**src/rtl/sd_spi_pkg.sv**
```systemverilog
// Shared types and constants for the SD SPI byte engine.
package sd_spi_pkg;

    typedef enum logic [1:0] {
        StIdle,
        StLow,
        StHigh,
        StDone
    } sd_state_e;

    localparam logic [6:0] CRC7_POLY    = 7'h09;
    localparam logic [7:0] SD_IDLE_BYTE = 8'hFF;

endpackage

```
**src/rtl/sd_crc7.sv**
```systemverilog
// Bit-serial CRC7 (x^7 + x^3 + 1, init 0); clear has priority over en.
module sd_crc7
    import sd_spi_pkg::*;
(
    input  logic       clk,
    input  logic       reset,
    input  logic       clear,
    input  logic       en,
    input  logic       bit_in,
    output logic [6:0] crc
);

    logic [6:0] crc_q, crc_d;
    logic       feedback;

    always_comb begin
        crc_d    = crc_q;
        feedback = crc_q[6] ^ bit_in;
        if (clear) begin
            crc_d = '0;
        end else if (en) begin
            crc_d = {crc_q[5:0], 1'b0} ^ (feedback ? CRC7_POLY : 7'h00);
        end
    end

    always_ff @(posedge clk or posedge reset) begin
        if (reset) begin
            crc_q <= '0;
        end else begin
            crc_q <= crc_d;
        end
    end

    assign crc = crc_q;

endmodule

```
**src/rtl/sd_spi_byte_engine.sv**
```systemverilog
// SPI mode-0 byte shifter for the SD card pins with an internal half-period divider.
// Optional CRC7 accumulator over transmitted bits is enabled by defining SD_SPI_CRC7_EN.
module sd_spi_byte_engine
    import sd_spi_pkg::*;
#(
    parameter int unsigned HALF_SLOW = 100,
    parameter int unsigned HALF_FAST = 2
) (
    input  logic       clk,
    input  logic       reset,
    input  logic       start,
    input  logic [7:0] tx_data,
    input  logic       fast,
    input  logic       cs_assert,
    input  logic       crc_clear,
    output logic       busy,
    output logic       done,
    output logic [7:0] rx_data,
    output logic [6:0] crc7,
    output logic       sd_clk,
    output logic       sd_cmd,
    output logic       sd_cs_n,
    input  logic       sd_miso
);

    localparam int unsigned HALF_MAX = (HALF_SLOW > HALF_FAST) ? HALF_SLOW : HALF_FAST;
    localparam int unsigned DIV_W    = (HALF_MAX > 1) ? $clog2(HALF_MAX) : 1;

    typedef logic [DIV_W-1:0] div_t;

    localparam div_t RELOAD_SLOW = div_t'(HALF_SLOW - 1);
    localparam div_t RELOAD_FAST = div_t'(HALF_FAST - 1);
    localparam logic CMD_IDLE    = SD_IDLE_BYTE[7];

    sd_state_e  state_q, state_d;
    div_t       div_q, div_d;
    div_t       reload_q, reload_d;
    logic [2:0] bit_cnt_q, bit_cnt_d;
    logic [7:0] tx_shift_q, tx_shift_d;
    logic [7:0] rx_shift_q, rx_shift_d;
    logic [7:0] rx_data_q, rx_data_d;
    logic       busy_q, busy_d;
    logic       done_q, done_d;
    logic       sd_clk_q, sd_clk_d;
    logic       sd_cmd_q, sd_cmd_d;
    logic       sd_cs_n_q, sd_cs_n_d;
    logic       crc_en;

    always_comb begin
        state_d    = state_q;
        div_d      = div_q;
        reload_d   = reload_q;
        bit_cnt_d  = bit_cnt_q;
        tx_shift_d = tx_shift_q;
        rx_shift_d = rx_shift_q;
        rx_data_d  = rx_data_q;
        done_d     = 1'b0;
        sd_clk_d   = sd_clk_q;
        sd_cmd_d   = sd_cmd_q;
        sd_cs_n_d  = sd_cs_n_q;
        crc_en     = 1'b0;

        unique case (state_q)
            StIdle: begin
                sd_clk_d  = 1'b0;
                sd_cmd_d  = CMD_IDLE;
                // Chip-select only tracks the controller between bytes.
                sd_cs_n_d = ~cs_assert;
                if (start) begin
                    tx_shift_d = tx_data;
                    sd_cmd_d   = tx_data[7];
                    reload_d   = fast ? RELOAD_FAST : RELOAD_SLOW;
                    div_d      = reload_d;
                    bit_cnt_d  = 3'd0;
                    state_d    = StLow;
                end
            end
            StLow: begin
                if (div_q == '0) begin
                    sd_clk_d   = 1'b1;
                    rx_shift_d = {rx_shift_q[6:0], sd_miso};
                    crc_en     = 1'b1;
                    div_d      = reload_q;
                    state_d    = StHigh;
                end else begin
                    div_d = div_q - 1'b1;
                end
            end
            StHigh: begin
                if (div_q == '0) begin
                    sd_clk_d = 1'b0;
                    if (bit_cnt_q == 3'd7) begin
                        state_d = StDone;
                    end else begin
                        bit_cnt_d  = bit_cnt_q + 3'd1;
                        tx_shift_d = {tx_shift_q[6:0], 1'b0};
                        sd_cmd_d   = tx_shift_q[6];
                        div_d      = reload_q;
                        state_d    = StLow;
                    end
                end else begin
                    div_d = div_q - 1'b1;
                end
            end
            StDone: begin
                done_d    = 1'b1;
                rx_data_d = rx_shift_q;
                sd_cmd_d  = CMD_IDLE;
                state_d   = StIdle;
            end
            default: state_d = StIdle;
        endcase

        busy_d = (state_d != StIdle);
    end

    always_ff @(posedge clk or posedge reset) begin
        if (reset) begin
            state_q    <= StIdle;
            div_q      <= '0;
            reload_q   <= '0;
            bit_cnt_q  <= '0;
            tx_shift_q <= '0;
            rx_shift_q <= '0;
            rx_data_q  <= 8'h00;
            busy_q     <= 1'b0;
            done_q     <= 1'b0;
            sd_clk_q   <= 1'b0;
            sd_cmd_q   <= CMD_IDLE;
            sd_cs_n_q  <= 1'b1;
        end else begin
            state_q    <= state_d;
            div_q      <= div_d;
            reload_q   <= reload_d;
            bit_cnt_q  <= bit_cnt_d;
            tx_shift_q <= tx_shift_d;
            rx_shift_q <= rx_shift_d;
            rx_data_q  <= rx_data_d;
            busy_q     <= busy_d;
            done_q     <= done_d;
            sd_clk_q   <= sd_clk_d;
            sd_cmd_q   <= sd_cmd_d;
            sd_cs_n_q  <= sd_cs_n_d;
        end
    end

`ifdef SD_SPI_CRC7_EN
    sd_crc7 u_crc7 (
        .clk    (clk),
        .reset  (reset),
        .clear  (crc_clear),
        .en     (crc_en),
        .bit_in (sd_cmd_q),
        .crc    (crc7)
    );
`else
    logic unused_crc;
    assign unused_crc = ^{crc_clear, crc_en};
    assign crc7       = 7'h00;
`endif

    assign busy    = busy_q;
    assign done    = done_q;
    assign rx_data = rx_data_q;
    assign sd_clk  = sd_clk_q;
    assign sd_cmd  = sd_cmd_q;
    assign sd_cs_n = sd_cs_n_q;

endmodule

```
**config.mk**
```make
export PLATFORM = sky130hd
export DESIGN_NAME = sd_spi_byte_engine
export DESIGN_NICKNAME = d
export VERILOG_FILES = /design/src/rtl/sd_spi_pkg.sv /design/src/rtl/sd_crc7.sv /design/src/rtl/sd_spi_byte_engine.sv
export SDC_FILE = /design/constraint.sdc
export NUM_CORES = 1
export LEC_CHECK = 0
export CAP_MARGIN = 20
export CELL_PAD_IN_SITES_DETAIL_PLACEMENT = 1
export CELL_PAD_IN_SITES_GLOBAL_PLACEMENT = 2
export CORE_ASPECT_RATIO = 1.4
export CORE_MARGIN = 8
export CORE_UTILIZATION = 32
export DETAILED_ROUTE_END_ITERATION = 12
export MAX_ROUTING_LAYER = met4
export PLACE_DENSITY = 0.74
export REMOVE_ABC_BUFFERS = 1
export SYNTH_ARGS = -nofsm -noshare
export SYNTH_HDL_FRONTEND = slang
export SYNTH_SLANG_ARGS = --single-unit
```
**constraint.sdc**
```tcl
create_clock -name clk -period 2.35 [get_ports clk]
set_input_delay 0.705 -clock clk [delete_from_list [all_inputs] [get_ports clk]]
set_output_delay 0.705 -clock clk [all_outputs]
set_load 0.005 [all_outputs]
```
Yosys cells after proc, flatten, opt, wreduce, memory -nomap -nowiden
Cells that the tools add are included.

Register bits after elaboration: 47. Bits in latches: 0. RAM bits: 0. Memory bits (read-only): 0. Input bits: 15. Output and inout bits: 20. Logic and storage cells: 63. Memories kept: 0.

Add/subtract/negate cells: 2. Multipliers: 0. Div/mod/pow operators: 0. $lt $le $gt $ge: 0. Equal/unequal tests: 9. Shifts and indexed selects: 0. Mux-type cells: 27. Bitwise operators: 1. Reduce and logical (&&, ||, !) cells: 12.

Operators by type and width (number): $mux W7 (8); $pmux W7 S3 (1); $pmux W7 S2 (1); $mux W3 (3); $reduce_and A3 Y1 (3); $mux W2 (4); $ne A2 B2 Y1 const B (4); $pmux W2 S4 (1); $logic_not A7 Y1 (1); $sub A7 B1 Y7 const B (1); $mux W1 (6); $pmux W1 S3 (2); $pmux W3 S2 (1); $reduce_bool A3 Y1 (2); $eq A2 B2 Y1 const B (2); $reduce_and A2 Y1 (2); $reduce_and A4 Y1 (1); $reduce_bool A2 Y1 (2); $add A3 B1 Y3 const B (1); $eq A3 B3 Y1 const B (1); $ne A3 B3 Y1 const B (1); $eq A2 B1 Y1 const B (1); $logic_not A2 Y1 (1); $not A1 Y1 (1).

Longest topological paths before layout
Gate-level depths: netlist of the first run.

Depth after elaboration: 5. Mapped depth: 7.

Worst setup path after synthesis of the first run
Ideal clock, no wire load.

Path type: register to register. From: reg div_q[0]. To: reg tx_shift_q[0]. Setup time: 125 ps. Data arrival time: 2186 ps. Data required time: 2225 ps. Slack: 38 ps. Stages on the path, launching flop included: 8. Period minus slack after synthesis: 2312 ps. Cell sequence: dfrtp_1 inv_1 ha_1 or4b_4 o31a_1 or3_1 buf_6 mux2_4.

Word-level cells in the longest chain between the ends: 3.

RTL lines: start, declared (RTL line sd_spi_byte_engine.sv:36) `div_t div_q, div_d;`; start signal, assigned (RTL line sd_spi_byte_engine.sv:133) `div_q <= div_d;`; $logic_not A7 Y1 (RTL line sd_spi_byte_engine.sv:90) `if (div_q == '0) begin`; $ne A2 B2 Y1 (no line); $reduce_and A4 Y1 (no line); end signal, assigned (RTL line sd_spi_byte_engine.sv:136) `tx_shift_q <= tx_shift_d;`; end, declared (RTL line sd_spi_byte_engine.sv:39) `logic [7:0] tx_shift_q, tx_shift_d;`.

No other way between the ends. A chain may end at the register's enable or synchronous reset.

Final worst setup path of the first run
From: reg div_q[0]. To: reg sd_cmd_q, in the netlist sd_cmd.

Word-level cells in the longest chain between the ends: 3.

RTL lines: $logic_not A7 Y1 (RTL line sd_spi_byte_engine.sv:90); $ne A2 B2 Y1 (no line); $reduce_and A3 Y1 (no line); end signal, assigned (RTL line sd_spi_byte_engine.sv:142) `sd_cmd_q <= sd_cmd_d;`; end, declared (RTL line sd_spi_byte_engine.sv:45) `logic sd_cmd_q, sd_cmd_d;`.

No other way between the ends.

==> reports/qor.csv, run 1 <==
stage;metric;value;unit
sta;clock skew;4.74;ps
setup_path;Setup crit end kind;flop;
global_routing;initial antenna violation count;0;
setup_path;reg2reg start;div_q[0]$_DFFE_PP0P_;
synthesis;most frequent cell after synthesis;dfrtp_1;
clock_network;clk sinks;42;
floorplan;std cell rows;35;
synthesis;dominant cells by area after synthesis;dfrtp_1 46%, mux2_2 11%, ha_1 5.8%, mux2_4 4.8%, buf_4 2.4%;
synthesis;Simple-Gate Fraction of Synth Area;11.7;%
setup_path;Arrival @ worst endpoint;2540;ps
route;Post-DRT Antenna Nets;0;
outcome;status;finished, final reports clean;
global_routing;GRT Util Overall;10.5;%
placement;Area after DPL;2610;µm²
floorplan;Die ar.;9720;µm²
synthesis;Synth Register Bits;42;
layout;ant diodes;0;
synthesis;largest family of logic cells by synthesized area;multiplexers;
global_routing;first-pass GRT wire length;7920;µm
setup_path;worst endpoint required time;2580;ps
sta;relative slew slack;60.6;%
sta;fmax;434;MHz
route;vias;1571;
layout;share of cells above drive strength 1;29.8;%
clock_network;H-Tree Depth;2;
synthesis;Compound-Gate Fraction of Synth Area;10.5;%
sta;final hold violation count;0;
synthesis;sequential fraction of the synthesis area;48.5;%
sta;worst-margin pin slew;583;ps
setup_path;CP startpoint;div_q[0]$_DFFE_PP0P_;
route;DRC;0;
global_routing;grt met1 use;11.7;%
clock_network;clock latency on the worst-skew pair;300;ps
synthesis;yosys warns;0;
layout;area added between synthesis and finish;27.5;%
clock_network;Num CTS Buffers;5;
floorplan;Core ar.;6570;µm²
sta;# setup viols final;0;
clock_network;CTS Hold Buffers Added;0;
global_routing;M3 GR Usage;1.87;%
layout;final cell count without fillers;312;
power;VDD IR max;0.000460;V
floorplan;Initial Util;33.1;%
global_routing;met2 Track Usage GR;17.5;%
worst_hold_path;Hold WC Path Type;reg2reg;
setup_path;nature of the critical path startpoint;flop;
synthesis;Mapped Cells;186;
synthesis;commonest cells in the netlist;40 x dfrtp_1, 22 x mux2_2, 12 x inv_1, 12 x nor2_1, 10 x ha_1;
setup_path;critical path class;reg2reg;
synthesis;Primary FF master, synth;dfrtp_1;
synthesis;XOR/XNOR share of the synthesized area;0;%
power;Pwr Density;1090;nW/µm²
synthesis;Synth top area share;46.1;%
global_routing;largest net degree at the start of global routing;43;
route;routed wire length;4710;µm
placement;Routability Congestion;0.810;
floorplan;Ports;35;
placement;dpl hpwl;3530;µm
sta;Final Critical Period;2300;ps
clock_network;Root Driver;clkbuf_8;
power;P_leak;0.00128;µW
route;DR iter-0 viols;73;
sta;crit share post-route;98.0;%
synthesis;Mean Syn Cell Area;11.7;µm²
synthesis;Distinct cells, synth;42;
clock_network;CTS tree;built;
placement;placed cells;299;
global_routing;total grt overflow;0;
global_routing;busiest grt layer;met2;
layout;nets@finish;262;
layout;Final Cell Area;2770;µm²
synthesis;Synth area leader;dfrtp_1;
synthesis;number of synthesized flops with an enable pin;0;
route;drt wl/cell;15.1;µm
floorplan;Chip Width;85.7;µm
sta;Slew Viols, Final;0;
sta;Setup TNS;0;ps
clock_network;CTS max path bufs;2;
synthesis;Adder-Cell Fraction of Synth Area;5.76;%
synthesis;fraction of registers with async set/reset;100;%
run;max cap viols;0;
synthesis;mux cell area share after synthesis;17.6;%
route;vias per cell;5.04;
clock_network;clock slew at reported path FFs;80;ps
setup_path;CP max FO;4;
route;Initial DRT Pass Iterations;4;
global_routing;vias in the first global route;1657;
synthesis;Netlist Area Pre-Place;2170;µm²
floorplan;die height;114;µm
worst_hold_path;HP Start;sd_cs_n$_DFFE_PP1N_;
placement;IO buf count;26;
layout make-up:
| cell class | count | area [µm²] |
|---|---|---|
| Clock buffer | 7 | 86.3 |
| Multi-Input combinational cell | 126 | 1040 |
| Clock inverter | 1 | 8.76 |
| Fill cell | 747 | 3800 |
| Sequential cell | 42 | 1050 |
| Tap cell | 74 | 92.6 |
| Timing Repair Buffer | 50 | 448 |
| Inverter | 12 | 45.0 |
repair_timing:
action,in CTS,in global routing
buffers inserted,0,4
gates resized for setup,0,8
hold endpoints to repair,0,0
endpoints found under the setup margin,0,7
stage by stage:
step	setup WS [ps]	hold slack, ps	utilization, %	power, µW
after floorplan	-74.0	450	-	1940
after global placement	36.6	453	39.8	2420
after detailed placement	23.4	477	39.8	2460
after CTS	13.0	492	41.2	2970
after global routing	-36.4	516	42.2	3260
final	47.2	483	42.2	3030
worst max-delay path, cell delays in order, from the launching register on:
cell,delay (ps)
dfrtp_1,390
inv_2,90
ha_4,130
or4b_4,470
o31a_1,310
buf_4,130
buf_4,140
or4_1,460
o21a_1,120
state kept, by name, indices dropped and copies added (netlist names):
signal and flops:
reload_q 2, tx_shift_q 7, sd_clk 1, busy 1, rx_shift_q 8, rx_data 8, done 1, div_q 7
bit_cnt_q 3, state_q 2, sd_cmd 1, sd_cs_n 1
where the power goes:
part / total [µW] / internal (µW) / switching [µW]
combinational: 1420 / 805 / 615
sequential: 1110 / 955 / 156
clock: 497 / 243 / 254
total: 3030 / 2000 / 1030
layer usage:
layer	wire (µm)	part of all wire, %
met4	98	2.1
met2	2510	53
met5	0	0
met3	114	2.4
met1	1990	42
cells in the final DEF (no fill, tap or decap), types with 6 or more instances in the layout:
cell type	Yosys	layout
mux2_2	22	22
conb_1	1	7
clkdlybuf4s50_1	0	26
inv_1	12	10
ha_1	10	9
dfrtp_1	40	40
mux2_4	7	7
clkbuf_8	0	6
nand2_1	8	8
nor2_1	12	12
buf_4	7	22
logic make-up after synthesis:
family / Yosys count
other: 1
adders and majority gates: 10
AOI/OAI and AO/OA: 30
muxes: 32
buffers and inverters: 24
and+or+nand+nor: 47
DFF: 42
path summary, 6_finish.rpt:
path,slack [ps],endpoint,cells after the start
worst max-delay path,50,sd_cmd$_DFFE_PP1P_,8
worst min-delay path,480,sd_cs_n$_DFFE_PP1N_,2
worst max register to register,50,sd_cmd$_DFFE_PP1P_,8
worst min register to register,480,sd_cs_n$_DFFE_PP1N_,2
max in group asynchronous,1140,sd_cs_n$_DFFE_PP1N_,3
min in group asynchronous,830,rx_data[2]$_DFFE_PP0P_,3
Note: power is estimated with default switching activity, not from simulation.
==> inputs of run 2 (changes only) <==
--- a/config.mk
+++ b/config.mk
@@ -5,11 +5,12 @@
 export SDC_FILE = /design/constraint.sdc
 export NUM_CORES = 1
 export LEC_CHECK = 0
+export ABC_CLOCK_PERIOD_IN_PS = 2350
 export CAP_MARGIN = 20
 export CELL_PAD_IN_SITES_DETAIL_PLACEMENT = 1
 export CELL_PAD_IN_SITES_GLOBAL_PLACEMENT = 2
 export CORE_ASPECT_RATIO = 1.4
-export CORE_MARGIN = 8
+export CORE_MARGIN = 1.5
 export CORE_UTILIZATION = 32
 export DETAILED_ROUTE_END_ITERATION = 12
 export MAX_ROUTING_LAYER = met4
==> run 2 against run 1 <==
Largest cell class unchanged. Combinational power hardly changed. Sequential power barely moved. Non-clock buffer count is the same.
==> reports/qor.csv, run 2 (same netlist as run 1, synthesis figures left out) <==
stage;metric;value;unit;change
sta;relative slew slack;58.5;%;-2.1 points
sta;Final Critical Period;2340;ps;+38.8 ps
sta;worst-margin pin slew;614;ps;+30.4 ps
power;VDD IR max;0.000528;V;+15%
clock_network;Num CTS Buffers;5;;unchanged
worst_hold_path;Hold WC Path Type;reg2reg;;
placement;placed cells;299;;unchanged
global_routing;total grt overflow;0;;unchanged
outcome;status;finished, final reports clean;;
sta;clock skew;5.84;ps;+1.10 ps
layout;area added between synthesis and finish;27.9;%;
setup_path;CP max FO;4;;unchanged
floorplan;Core ar.;6570;µm²;unchanged
setup_path;critical path class;reg2reg;;
clock_network;clock latency on the worst-skew pair;290;ps;about the same
layout;commonest cells after routing, fill and taps aside;40 x dfrtp_1, 26 x clkdlybuf4s50_1, 22 x mux2_2, 21 x buf_4, 12 x nor2_1;;
layout;share of cells above drive strength 1;30.3;%;+0.42 points
setup_path;Setup crit end kind;flop;;
floorplan;Chip Width;72.7;µm;-15%
clock_network;CTS Hold Buffers Added;0;;unchanged
setup_path;worst endpoint required time;2580;ps;about the same
global_routing;largest net degree at the start of global routing;43;;unchanged
route;vias;1567;;-0.25%
clock_network;clk sinks;42;;unchanged
run;max cap viols;0;;unchanged
floorplan;die height;101;µm;-11%
route;drt wl/cell;14.7;µm;-2.9%
clock_network;CTS tree;built;;
route;routed wire length;4580;µm;-2.9%
global_routing;vias in the first global route;1601;;-3.4%
clock_network;clock slew at reported path FFs;90;ps;about the same
layout;final cell count without fillers;312;;unchanged
clock_network;Root Driver;clkbuf_8;;
clock_network;CTS max path bufs;2;;unchanged
route;Post-DRT Antenna Nets;0;;unchanged
route;DRC;0;;unchanged
floorplan;Initial Util;33.1;%;unchanged
sta;Hold WS;472;ps;-11.0 ps
route;vias per cell;5.02;;-0.25%
sta;Setup TNS;0;ps;unchanged
setup_path;nature of the critical path startpoint;flop;;
route;DR iter-0 viols;65;;-11%
global_routing;initial antenna violation count;0;;unchanged
placement;dpl hpwl;3300;µm;-6.6%
setup_path;Reg2Reg Depth;8;;unchanged
floorplan;std cell rows;35;;unchanged
power;Pwr Density;1070;nW/µm²;-1.8%
layout;ant diodes;0;;unchanged
sta;# setup viols final;0;;unchanged
placement;Routability Congestion;0.785;;-3.1%
global_routing;first-pass GRT wire length;7850;µm;-0.87%
sta;final hold violation count;0;;unchanged
placement;IO buf count;26;;unchanged
floorplan;Die ar.;7300;µm²;-25%
floorplan;Ports;35;;unchanged
clock_network;H-Tree Depth;2;;unchanged
sta;fmax;427;MHz;-1.7%
layout;nets@finish;262;;unchanged
worst_hold_path;worst hold stages;2;;unchanged
global_routing;GRT Util Overall;14.2;%;+3.7 points
route;Initial DRT Pass Iterations;3;;-1
setup_path;Arrival @ worst endpoint;2570;ps;+30 ps
sta;Slew Viols, Final;0;;unchanged
sta;crit share post-route;99.6;%;+1.7 points
layout;most common cell after layout, fill and taps aside;dfrtp_1;;
power;P_leak;0.00129;µW;+0.58%
layout;Finished Core Util;42.3;%;+0.13 points
## run 2: final cells by class
| type | count | area (µm²) |
|---|---|---|
| inverter | 12 | 45.0 |
| fill | 726 | 3790 |
| tap | 74 | 92.6 |
| clock buffer | 5 | 68.8 |
| multi-input combinational | 126 | 1040 |
| timing repair buffer | 50 | 460 |
| sequential | 42 | 1050 |
| clock inverter | 3 | 18.8 |
## run 2: through the flow
stage / setup slack (ps) / instance area [µm²] / total power, µW
floorplan: -74.0 / 2120 / 1940
global placement: 57.2 / 2630 / 2410
detailed placement: 13.5 / 2630 / 2430
CTS: 8.51 / 2710 / 2910
global route: -32.7 / 2780 / 3230
finish: 8.43 / 2780 / 2980
## run 2: worst max-delay path: stages (launching register included)
cell and delay [ps]:
dfrtp_1 390, inv_1 100, ha_4 130, or4b_4 470
o31a_1 330, buf_4 140, buf_4 140, or4_4 460
o21a_1 110
## run 2: timing repair
| item | 4_1_cts | 5_1_grt |
|---|---|---|
| gates resized for setup | 0 | 9 |
| setup endpoints to repair | 0 | 7 |
| buffers inserted | 0 | 4 |
## run 2: path summary, 6_finish.rpt
check | start | slack [ps] | to
worst min-delay path | sd_cs_n$_DFFE_PP1N_ | 470 | sd_cs_n$_DFFE_PP1N_
worst max-delay path | div_q[1]$_DFFE_PP0P_ | 8 | sd_cmd$_DFFE_PP1P_
worst max register to register | div_q[1]$_DFFE_PP0P_ | 8 | sd_cmd$_DFFE_PP1P_
min in group asynchronous | reset | 770 | tx_shift_q[5]$_DFFE_PP0P_
max in group asynchronous | reset | 1320 | sd_cs_n$_DFFE_PP1N_
worst min register to register | sd_cs_n$_DFFE_PP1N_ | 470 | sd_cs_n$_DFFE_PP1N_
## run 2: metal layers
layer	part of all wire, %	track usage, %	vias up	wire (µm)
li1	-	-	750	-
met1	43	17.6	789	1970
met2	53	22.8	24	2430
met3	2.4	2.50	4	112
met4	1.4	5.66	0	62
met5	0	-	-	0
## run 2: power by group
group / internal (µW) / total, µW / switching, µW
registers: 954 / 1100 / 149
clock network: 209 / 469 / 260
logic: 797 / 1410 / 614
total: 1960 / 2980 / 1020
